**config.mk**
```make
export PLATFORM = sky130hd
export DESIGN_NAME = bpsk_mod
export DESIGN_NICKNAME = d
export VERILOG_FILES = /design/src/rtl/bpsk_mod_pkg.sv /design/src/rtl/bpsk_sym_mapper.sv /design/src/rtl/bpsk_mod.sv
export SDC_FILE = /design/constraint.sdc
export NUM_CORES = 1
export LEC_CHECK = 0
export CAP_MARGIN = 40
export CORE_MARGIN = 1
export CORE_UTILIZATION = 51
export CTS_BUF_LIST = sky130_fd_sc_hd__clkbuf_16
export DETAILED_ROUTE_END_ITERATION = 10
export HOLD_SLACK_MARGIN = 0.12
export PLACE_DENSITY = 0.79
export SLEW_MARGIN = 15
export SYNTH_ARGS = -nofsm -noshare
export SYNTH_HDL_FRONTEND = slang
export SYNTH_SLANG_ARGS = --single-unit
```
**constraint.sdc**
```tcl
create_clock -name clk -period 2.2 [get_ports clk]
set_input_delay 0.55 -clock clk [delete_from_list [all_inputs] [get_ports clk]]
set_output_delay 0.55 -clock clk [all_outputs]
set_load 0.005 [all_outputs]
```
**src/rtl/bpsk_mod_pkg.sv**
```systemverilog
// Shared definitions for the BPSK modulator: default sizes, FSM state type
// and the saturating negate used by the symbol mapper.
package bpsk_mod_pkg;

  localparam int WIDTH_DEF = 10;
  localparam int SPS_DEF   = 16;
  localparam int CNT_W_DEF = 8;

  typedef enum logic {
    IDLE = 1'b0,
    RUN  = 1'b1
  } state_e;

  // Negate a sign-extended w-bit value, clamping the single overflow case
  // (-2^(w-1)) to the largest positive w-bit value.
  function automatic logic signed [31:0] sat_neg(input logic signed [31:0] x,
                                                 input int w);
    logic signed [31:0] lim;
    lim = (32'sd1 <<< (w - 1)) - 32'sd1;
    if (x < -lim) begin
      sat_neg = lim;
    end else begin
      sat_neg = -x;
    end
  endfunction

endpackage

```
**src/rtl/bpsk_sym_mapper.sv**
```systemverilog
// Combinational symbol mapper: differential encode of the incoming bit and
// +/-1 multiply of the carrier with saturation on the negated path.
module bpsk_sym_mapper
  import bpsk_mod_pkg::*;
#(
  parameter int WIDTH = WIDTH_DEF
) (
  input  logic             bit_i,      // raw data bit at a boundary
  input  logic             diff_en_i,  // differential encoding enable
  input  logic             diff_i,     // previous encoded symbol
  input  logic             load_i,     // this sample starts a new symbol
  input  logic             cur_i,      // symbol currently being held
  input  logic             zero_i,     // force a zero output sample
  input  logic [WIDTH-1:0] carrier_i,
  output logic             enc_o,      // encoded symbol to be stored
  output logic [WIDTH-1:0] mod_o
);

  logic             sym;
  logic [WIDTH-1:0] neg;

  assign enc_o = diff_en_i ? (bit_i ^ diff_i) : bit_i;

  // A freshly loaded symbol applies to the very sample that loads it.
  assign sym = load_i ? enc_o : cur_i;

  assign neg = WIDTH'(sat_neg({{(32 - WIDTH){carrier_i[WIDTH-1]}}, carrier_i}, WIDTH));

  assign mod_o = zero_i ? '0 : (sym ? neg : carrier_i);

endmodule

```
**src/rtl/bpsk_mod.sv**
```systemverilog
// BPSK modulator: holds each data bit for SPS carrier samples, optionally
// differentially encodes it and flips the carrier sign for a '1' symbol.
module bpsk_mod
  import bpsk_mod_pkg::*;
#(
  parameter int WIDTH = WIDTH_DEF,
  parameter int SPS   = SPS_DEF,
  parameter int CNT_W = CNT_W_DEF
) (
  input  logic             clk,
  input  logic             reset_n,
  input  logic             clken,
  input  logic [WIDTH-1:0] carrier_i,
  input  logic             carrier_valid_i,
  input  logic             diff_en_i,
  input  logic             bit_i,
  input  logic             bit_valid_i,
  output logic             bit_ready_o,
  output logic [WIDTH-1:0] mod_o,
  output logic             mod_valid_o,
  output logic             sym_strobe_o,
  output logic             underflow_o
);

  localparam logic [CNT_W-1:0] CNT_LAST = CNT_W'(SPS - 1);

  state_e           state_q,     state_d;
  logic [CNT_W-1:0] cnt_q,       cnt_d;
  logic             hold_full_q, hold_full_d;
  logic             hold_bit_q,  hold_bit_d;
  logic             diff_q,      diff_d;
  logic             cur_q,       cur_d;
  logic [WIDTH-1:0] mod_q,       mod_d;
  logic             mod_valid_q, mod_valid_d;
  logic             strobe_q,    strobe_d;
  logic             underflow_q, underflow_d;

  logic             tick;
  logic             accept;
  logic             boundary;
  logic             bit_avail;
  logic             new_bit;
  logic             load;
  logic             starve;
  logic             enc;
  logic [WIDTH-1:0] mapped;

  assign tick      = clken & carrier_valid_i;
  assign accept    = clken & bit_valid_i & ~hold_full_q;
  assign boundary  = tick & ((state_q == IDLE) | (cnt_q == CNT_LAST));
  // With the hold register empty, a valid bit_i is taken straight through.
  assign bit_avail = hold_full_q | bit_valid_i;
  assign new_bit   = hold_full_q ? hold_bit_q : bit_i;
  assign load      = boundary & bit_avail;
  assign starve    = boundary & ~bit_avail;

  assign bit_ready_o  = ~hold_full_q;
  assign mod_o        = mod_q;
  assign mod_valid_o  = mod_valid_q;
  assign sym_strobe_o = strobe_q;
  assign underflow_o  = underflow_q;

  bpsk_sym_mapper #(
    .WIDTH(WIDTH)
  ) u_mapper (
    .bit_i     (new_bit),
    .diff_en_i (diff_en_i),
    .diff_i    (diff_q),
    .load_i    (load),
    .cur_i     (cur_q),
    .zero_i    (starve),
    .carrier_i (carrier_i),
    .enc_o     (enc),
    .mod_o     (mapped)
  );

  // Next-state logic: symbol FSM, sample counter, hold register and outputs.
  always_comb begin
    state_d     = state_q;
    cnt_d       = cnt_q;
    hold_full_d = hold_full_q;
    hold_bit_d  = hold_bit_q;
    diff_d      = diff_q;
    cur_d       = cur_q;
    mod_d       = mod_q;
    mod_valid_d = mod_valid_q;
    strobe_d    = strobe_q;
    underflow_d = underflow_q;

    if (load) begin
      state_d = RUN;
      cnt_d   = '0;
      diff_d  = enc;
      cur_d   = enc;
    end else if (starve) begin
      if (state_q == RUN) begin
        state_d = IDLE;
        diff_d  = 1'b0;
      end
    end else if (tick && (state_q == RUN)) begin
      cnt_d = cnt_q + 1'b1;
    end

    // An accept coinciding with a boundary can only be the bypass case,
    // since a full hold register keeps ready low.
    if (boundary && hold_full_q) begin
      hold_full_d = 1'b0;
    end else if (accept && !boundary) begin
      hold_full_d = 1'b1;
      hold_bit_d  = bit_i;
    end

    if (clken) begin
      mod_valid_d = carrier_valid_i;
      strobe_d    = load;
      underflow_d = starve & (state_q == RUN);
      if (tick) begin
        mod_d = mapped;
      end
    end
  end

  // State and output registers with asynchronous reset.
  always_ff @(posedge clk or negedge reset_n) begin
    if (!reset_n) begin
      state_q     <= IDLE;
      cnt_q       <= '0;
      hold_full_q <= 1'b0;
      hold_bit_q  <= 1'b0;
      diff_q      <= 1'b0;
      cur_q       <= 1'b0;
      mod_q       <= '0;
      mod_valid_q <= 1'b0;
      strobe_q    <= 1'b0;
      underflow_q <= 1'b0;
    end else begin
      state_q     <= state_d;
      cnt_q       <= cnt_d;
      hold_full_q <= hold_full_d;
      hold_bit_q  <= hold_bit_d;
      diff_q      <= diff_d;
      cur_q       <= cur_d;
      mod_q       <= mod_d;
      mod_valid_q <= mod_valid_d;
      strobe_q    <= strobe_d;
      underflow_q <= underflow_d;
    end
  end

endmodule

```
## Yosys cells after proc, flatten, opt, wreduce, memory -nomap -nowiden

Index checks and enable logic that the tools add are counted.

- Bits in registers: 26
- Input port bits: 17
- Word-level logic and storage cells: 57

- Add/sub/neg operators: 2
- Magnitude comparators: 1
- Equal/unequal tests: 2
- Multiplexer cells: 16
- Bitwise operators: 14
- Reduce and logical (&&, ||, !) cells: 12

Operator list:

| operator | count |
|---|---|
| $mux W10 | 3 |
| $mux W8 | 3 |
| $lt A10 B10 Y1 const B | 1 |
| $mux W1 | 10 |
| $neg A10 Y10 | 1 |
| $add A8 B1 Y8 const B | 1 |
| $eq A8 B4 Y1 const B | 1 |
| $reduce_and A2 Y1 | 4 |
| $reduce_bool A2 Y1 | 4 |
| $and A1 B1 Y1 | 7 |
| $not A1 Y1 | 4 |
| $logic_and A1 B1 Y1 | 3 |
| $ne A2 B1 Y1 const B | 1 |
| $or A1 B1 Y1 | 2 |
| $logic_not A1 Y1 | 1 |
| $xor A1 B1 Y1 | 1 |

## Longest topological paths before layout

- Depth in word-level cells: 7
- Gate-level depth with buffers: 7
- Depth with buffers taken out: 6

## Cells and area by module

From an unflattened synthesis, not the netlist that was laid out.

- Cells, all modules: 188
- Area, all modules: 1,631.6 um^2

Modules (own cells, without submodules):

| module | instances | cells each | area an instance (um^2) |
|---|---|---|---|
| bpsk_mod | 1 | 126 | 1,226.2 |
| bpsk_sym_mapper | 1 | 62 | 405.4 |

## Worst setup path before layout

OpenSTA, ideal clock, no wires.

- Kind: input-to-reg
- From: input port carrier_i[4]
- To: register mod_q[2], in the netlist mod_o[2]
- Arrival: 1,826 ps
- Data required time: 2,099 ps
- Slack: 273 ps
- Cell stages on the path: 5
- Path buffers: 0
- Path through: nor4_2 -> nand2_1 -> nor3_4 -> and2b_1 -> o311ai_2

- Cells in the longest elaborated chain, start to end: 4

Ends and longest elaborated chain:

| item | RTL line | source |
|---|---|---|
| from (decl) | bpsk_mod.sv:13 | `input logic [WIDTH-1:0] carrier_i,` |
| $lt A10 B10 Y1 | bpsk_mod_pkg.sv:20 | `if (x < -lim) begin` |
| $mux W10 | bpsk_mod_pkg.sv:20 |  |
| $mux W10 (2 in series) | bpsk_sym_mapper.sv:29 | `assign mod_o = zero_i ? '0 : (sym ? neg : carrier_i);` |
| to (signal assigned) | bpsk_mod.sv:143 | `mod_q <= mod_d;` |
| to (decl) | bpsk_mod.sv:33 | `logic [WIDTH-1:0] mod_q, mod_d;` |

No other way between the ends.
A chain may end at the register's enable or synchronous reset.

## Final worst setup path

- From: register cnt_q[5]
- To: register mod_q[1], in the netlist mod_o[1]

- Cells in the longest elaborated chain, start to end: 7
- Elaborated cells between the ends (all ways): 8
- Classes of those cells: eq/ne (1); mux (3); bitwise (4)

Ends and longest elaborated chain:

| item | RTL line | source |
|---|---|---|
| from (decl) | bpsk_mod.sv:28 | `logic [CNT_W-1:0] cnt_q, cnt_d;` |
| from (signal assigned) | bpsk_mod.sv:138 | `cnt_q <= cnt_d;` |
| $eq A8 B4 Y1 * | bpsk_mod.sv:50 | `assign boundary = tick & ((state_q == IDLE) \| (cnt_q == CNT_LAST));` |
| $or A1 B1 Y1 * | bpsk_mod.sv:50 |  |
| $and A1 B1 Y1 * | bpsk_mod.sv:50 |  |
| $and A1 B1 Y1 | bpsk_mod.sv:54 | `assign load = boundary & bit_avail;` |
| $mux W1 | bpsk_sym_mapper.sv:25 | `assign sym = load_i ? enc_o : cur_i;` |
| $mux W10 | bpsk_sym_mapper.sv:29 |  |
| $mux W10 * | bpsk_sym_mapper.sv:29 |  |

Mark *: on every way between the ends. The rest lies on a longest branch, timed or not.

==> parameters.txt <==
Parameter                              Value

Critical path
  CP Cell Sequence ... or4_4 -> o21ai_4 -> and3_1 -> buf_4 -> o31ai_1 -> o21ai_0
  Crit start category ... flop
  Data arrival time at the worst-slack endpoint ... 2.26 ns
  Slowest cell on the critical path ... sky130_fd_sc_hd__or4_4
  Data required, critical path ... 2.37 ns
  Type of the worst setup path ... reg2reg
  Slowest stage delay, CP ... roughly 0.6 ns
  CP Capture Type ... flop
  Flop2flop setup slack ... about 0.10 ns
  Crit path max fanout ... 5

STA
  Accumulated negative setup slack ... 0 ns
  Number of hold violations in the final report ... 0
  Upper clock frequency limit ... ~0.48 GHz
  Min cycle time layout ... 2.096 ns
  Worst hold margin ... 0.4784 ns
  Max Clock Skew ... 0.005907 ns
  Max transition margin ... 0.7636
  Setup violations, final ... 0
  Final worst path period share ... 0.9528
  Number of slew-limit violations in the final report ... 0
  Worst Tran Pin Value ... 0.3496 ns

Floorplan
  Die X-Extent ... between 50 and 60 um
  Starting Density ... 0.5579
  Site row count ... 19
  Vertical die dimension ... between 50 and 60 um
  Placeable core region ... roughly 0.0029 mm^2
  Total I/O pin count ... 31
  Floorplan die area ... around 0.0033 mm^2

Clock network
  Hold-fix buffers, CTS ... 0
  CTS tree ... yes
  Maximum buffer depth of the clock tree ... 2
  Register clock-pin slew on the reported worst setup and hold paths ... 0.07 ns
  Clock sinks ... 26
  Clock latency at the later pin of the worst-skew pair ... 0.26 ns
  Root buffer selected by CTS ... sky130_fd_sc_hd__clkbuf_16
  Deepest level of the CTS H-tree ... 1
  CTS buffer count ... 3

Power and ir drop
  Sequential group share of total power ... 0.356
  Share of power burned in combinational logic ... 0.367
  Total net switching power ... 0.0005687 W
  Pint ... 0.001340 W
  Power density over the cells ... 847.9 mW/mm^2
  Switching share of power ... 0.2980
  PnR Total Power ... 0.001909 W
  IR drop worst, VDD ... around 0.00055 V
  Clk network pwr share ... 0.277
  Static power due to leakage ... 1.002 nW

GRT
  Number of global-route vias before repair ... ~1.6k
  Grt total ovfl ... 0
  Gr usage total ... 0.2833
  Initial antenna violation count ... 0
  Largest net degree at the start of global routing ... 27
  Wire length of the first global-routing pass ... ~7200 um

Detailed routing
  Wirelength, routed ... 4355 um
  Detailed-router iteration count before antenna repair ... 8
  Mean number of vias per cell ... 6.183
  Total vias in the final route ... 1626
  Count of nets left with antenna violations after detail routing ... 0
  Number of DRC markers after the initial detailed-route iteration ... 105
  Routed wirelength normalized by instance count ... about 17 um
  Post-route DRC ... 2

Yosys
  Post-synthesis cell count ... 169
  Yosys warning total ... 0
  Dominant register cell in the synthesized netlist ... sky130_fd_sc_hd__dfrtp_1
  Synth unique cells ... 47
  Area of the mapped netlist ... about 0.0016 mm^2
  Sequential area share after synthesis ... 0.4088
  Post-synthesis area per instance ... 9.417 um^2
  Count of flip-flops with a built-in enable after synthesis ... 0
  Proportion of register bits with asynchronous set or reset after synthesis ... 1.000
  Synthesis-stage register bit count ... 26
  Net count after synthesis ... about 190

Final layout
  Number of diodes ... 0
  Total of fill cells in the finished design ... 206
  Fin nets ... 253
  P&R area growth vs syn ... 41.43%
  Fraction of final layout cells with drive strength greater than 1 ... 0.2371

Placement
  HPWL reported at the end of detailed placement ... 3134 um
  Gp weighted congestion ... around 0.89
  Number of port buffers ... 30

Min path
  Class of the most critical hold timing path ... reg2reg

Outcome
  Failing checks ... design-rule violations
  Status ... finished, violations left

Flow run
  Max capacitance violation total ... 0
final cells by class:
class | instances | area (um^2) | share of cell area
well taps | 31 | 38.79 | 0.01723
multi-input cells | 133 | 882.1 | 0.3919
clock buffers | 3 | 75.07 | 0.03335
clock inverters | 1 | 30.03 | 0.01334
repair buffers | 64 | 555.5 | 0.2468
flip-flops and latches | 26 | 650.6 | 0.2890
inverters | 5 | 18.77 | 0.008338
registers in the layout, indices dropped and copies added, names as in the netlist:
signal and flops:
mod_o 10, mod_valid_o 1, sym_strobe_o 1, underflow_o 1
state_q 1, hold_bit_q 1, diff_q 1, cnt_q 8
hold_full_q 1, cur_q 1
power groups by stage:
stage | registers [W] | clock network, W | logic, W
floorplan | 0.000674 | 0 | 0.000321
global placement | 0.000684 | 0 | 0.000649
detailed placement | 0.000686 | 0 | 0.000662
CTS | 0.000679 | 0.000522 | 0.000677
global route | 0.000696 | 0.000545 | 0.000770
finish | 0.000679 | 0.000529 | 0.000701
critical path, delay by kind of cell (launching register included):
kind | cells | cell delay, ns
AO/OA/AOI/OAI | 3 | 0.51
buffers and inverters | 1 | 0.18
flip-flops | 1 | 0.41
AND/OR/NAND/NOR | 2 | 0.90
synthesized netlist by cell type, types with 2 or more instances:
master	number	area, um^2
sky130_fd_sc_hd__a211oi_1	5	37.54
sky130_fd_sc_hd__and2_1	2	12.51
sky130_fd_sc_hd__and3_1	4	25.02
sky130_fd_sc_hd__buf_6	2	22.52
sky130_fd_sc_hd__dfrtp_1	26	650.6
sky130_fd_sc_hd__ha_1	3	37.54
sky130_fd_sc_hd__inv_1	5	18.77
sky130_fd_sc_hd__nand2_1	28	105.1
sky130_fd_sc_hd__nand3_1	7	35.03
sky130_fd_sc_hd__nand4_1	3	18.77
sky130_fd_sc_hd__nor2_1	12	45.04
sky130_fd_sc_hd__nor3_1	3	15.01
sky130_fd_sc_hd__o211ai_1	2	15.01
sky130_fd_sc_hd__o21ai_0	20	100.1
sky130_fd_sc_hd__o21ai_4	3	48.80
sky130_fd_sc_hd__o311ai_2	2	32.53
sky130_fd_sc_hd__o31ai_1	9	67.56
sky130_fd_sc_hd__xnor2_1	2	17.52
sky130_fd_sc_hd__xor2_1	3	26.28
kinds of logic after synthesis:
kind of cell / after synthesis / share of synthesized area
fa+ha+maj: 3 / 0.02359
mux: 2 / 0.01336
compound gates: 54 / 0.2626
flops: 26 / 0.4088
simple gates: 69 / 0.2217
buf+inv: 10 / 0.04245
xor+xnor: 5 / 0.02752
timing repair:
| action | 4_1_cts | 5_1_grt |
|---|---|---|
| setup endpoints to repair | 0 | 3 |
| resized for setup | 0 | 3 |
| buffers inserted | 0 | 4 |
metal layers:
layer  global-route usage  wire, um
met1               0.3870      1842
met2               0.4581      2122
met3              0.04018       344
met4               0.1088        45
met5                    0         0
worst paths after layout:
check / startpoint / to / cells past startpoint
min in group asynchronous: reset_n / hold_bit_q / 2
setup / recovery: cnt_q[5] / mod_o[1] / 6
max in group asynchronous: reset_n / cur_q / 2
hold reg to reg: mod_o[6] / mod_o[6] / 2
hold / removal: mod_o[6] / mod_o[6] / 2
setup reg to reg: cnt_q[5] / mod_o[1] / 6
cells in the final DEF (no fill, tap or decap), types with 2 or more instances in the layout:
cell and count:
sky130_fd_sc_hd__o311ai_2 2, sky130_fd_sc_hd__xor2_1 3, sky130_fd_sc_hd__a211oi_1 5, sky130_fd_sc_hd__buf_4 34, sky130_fd_sc_hd__inv_1 5, sky130_fd_sc_hd__and2_1 2, sky130_fd_sc_hd__clkbuf_16 3, sky130_fd_sc_hd__ha_1 3
sky130_fd_sc_hd__nand4_1 3, sky130_fd_sc_hd__xnor2_1 2, sky130_fd_sc_hd__o21ai_4 3, sky130_fd_sc_hd__dfrtp_1 26, sky130_fd_sc_hd__nor3_1 3, sky130_fd_sc_hd__clkdlybuf4s50_1 30, sky130_fd_sc_hd__nand3_1 7, sky130_fd_sc_hd__o211ai_1 2
sky130_fd_sc_hd__and3_1 4, sky130_fd_sc_hd__o21ai_0 20, sky130_fd_sc_hd__nand2_1 28, sky130_fd_sc_hd__o31ai_1 8, sky130_fd_sc_hd__nor2_1 11
stage by stage:
| step | worst slack [ns] | area (um^2) | util | std cells |
|---|---|---|---|---|
| floorplan | 0.2733 | 1592 | - | 169 |
| global placement | -0.09754 | 2107 | 0.7386 | 255 |
| detailed placement | -0.1137 | 2107 | 0.7386 | 255 |
| CTS | 0.08732 | 2212 | 0.7754 | 259 |
| global route | -0.01126 | 2251 | 0.7890 | 263 |
| finish | 0.1039 | 2251 | 0.7890 | 263 |
No activity file was read; power rests on OpenSTA's default activity.
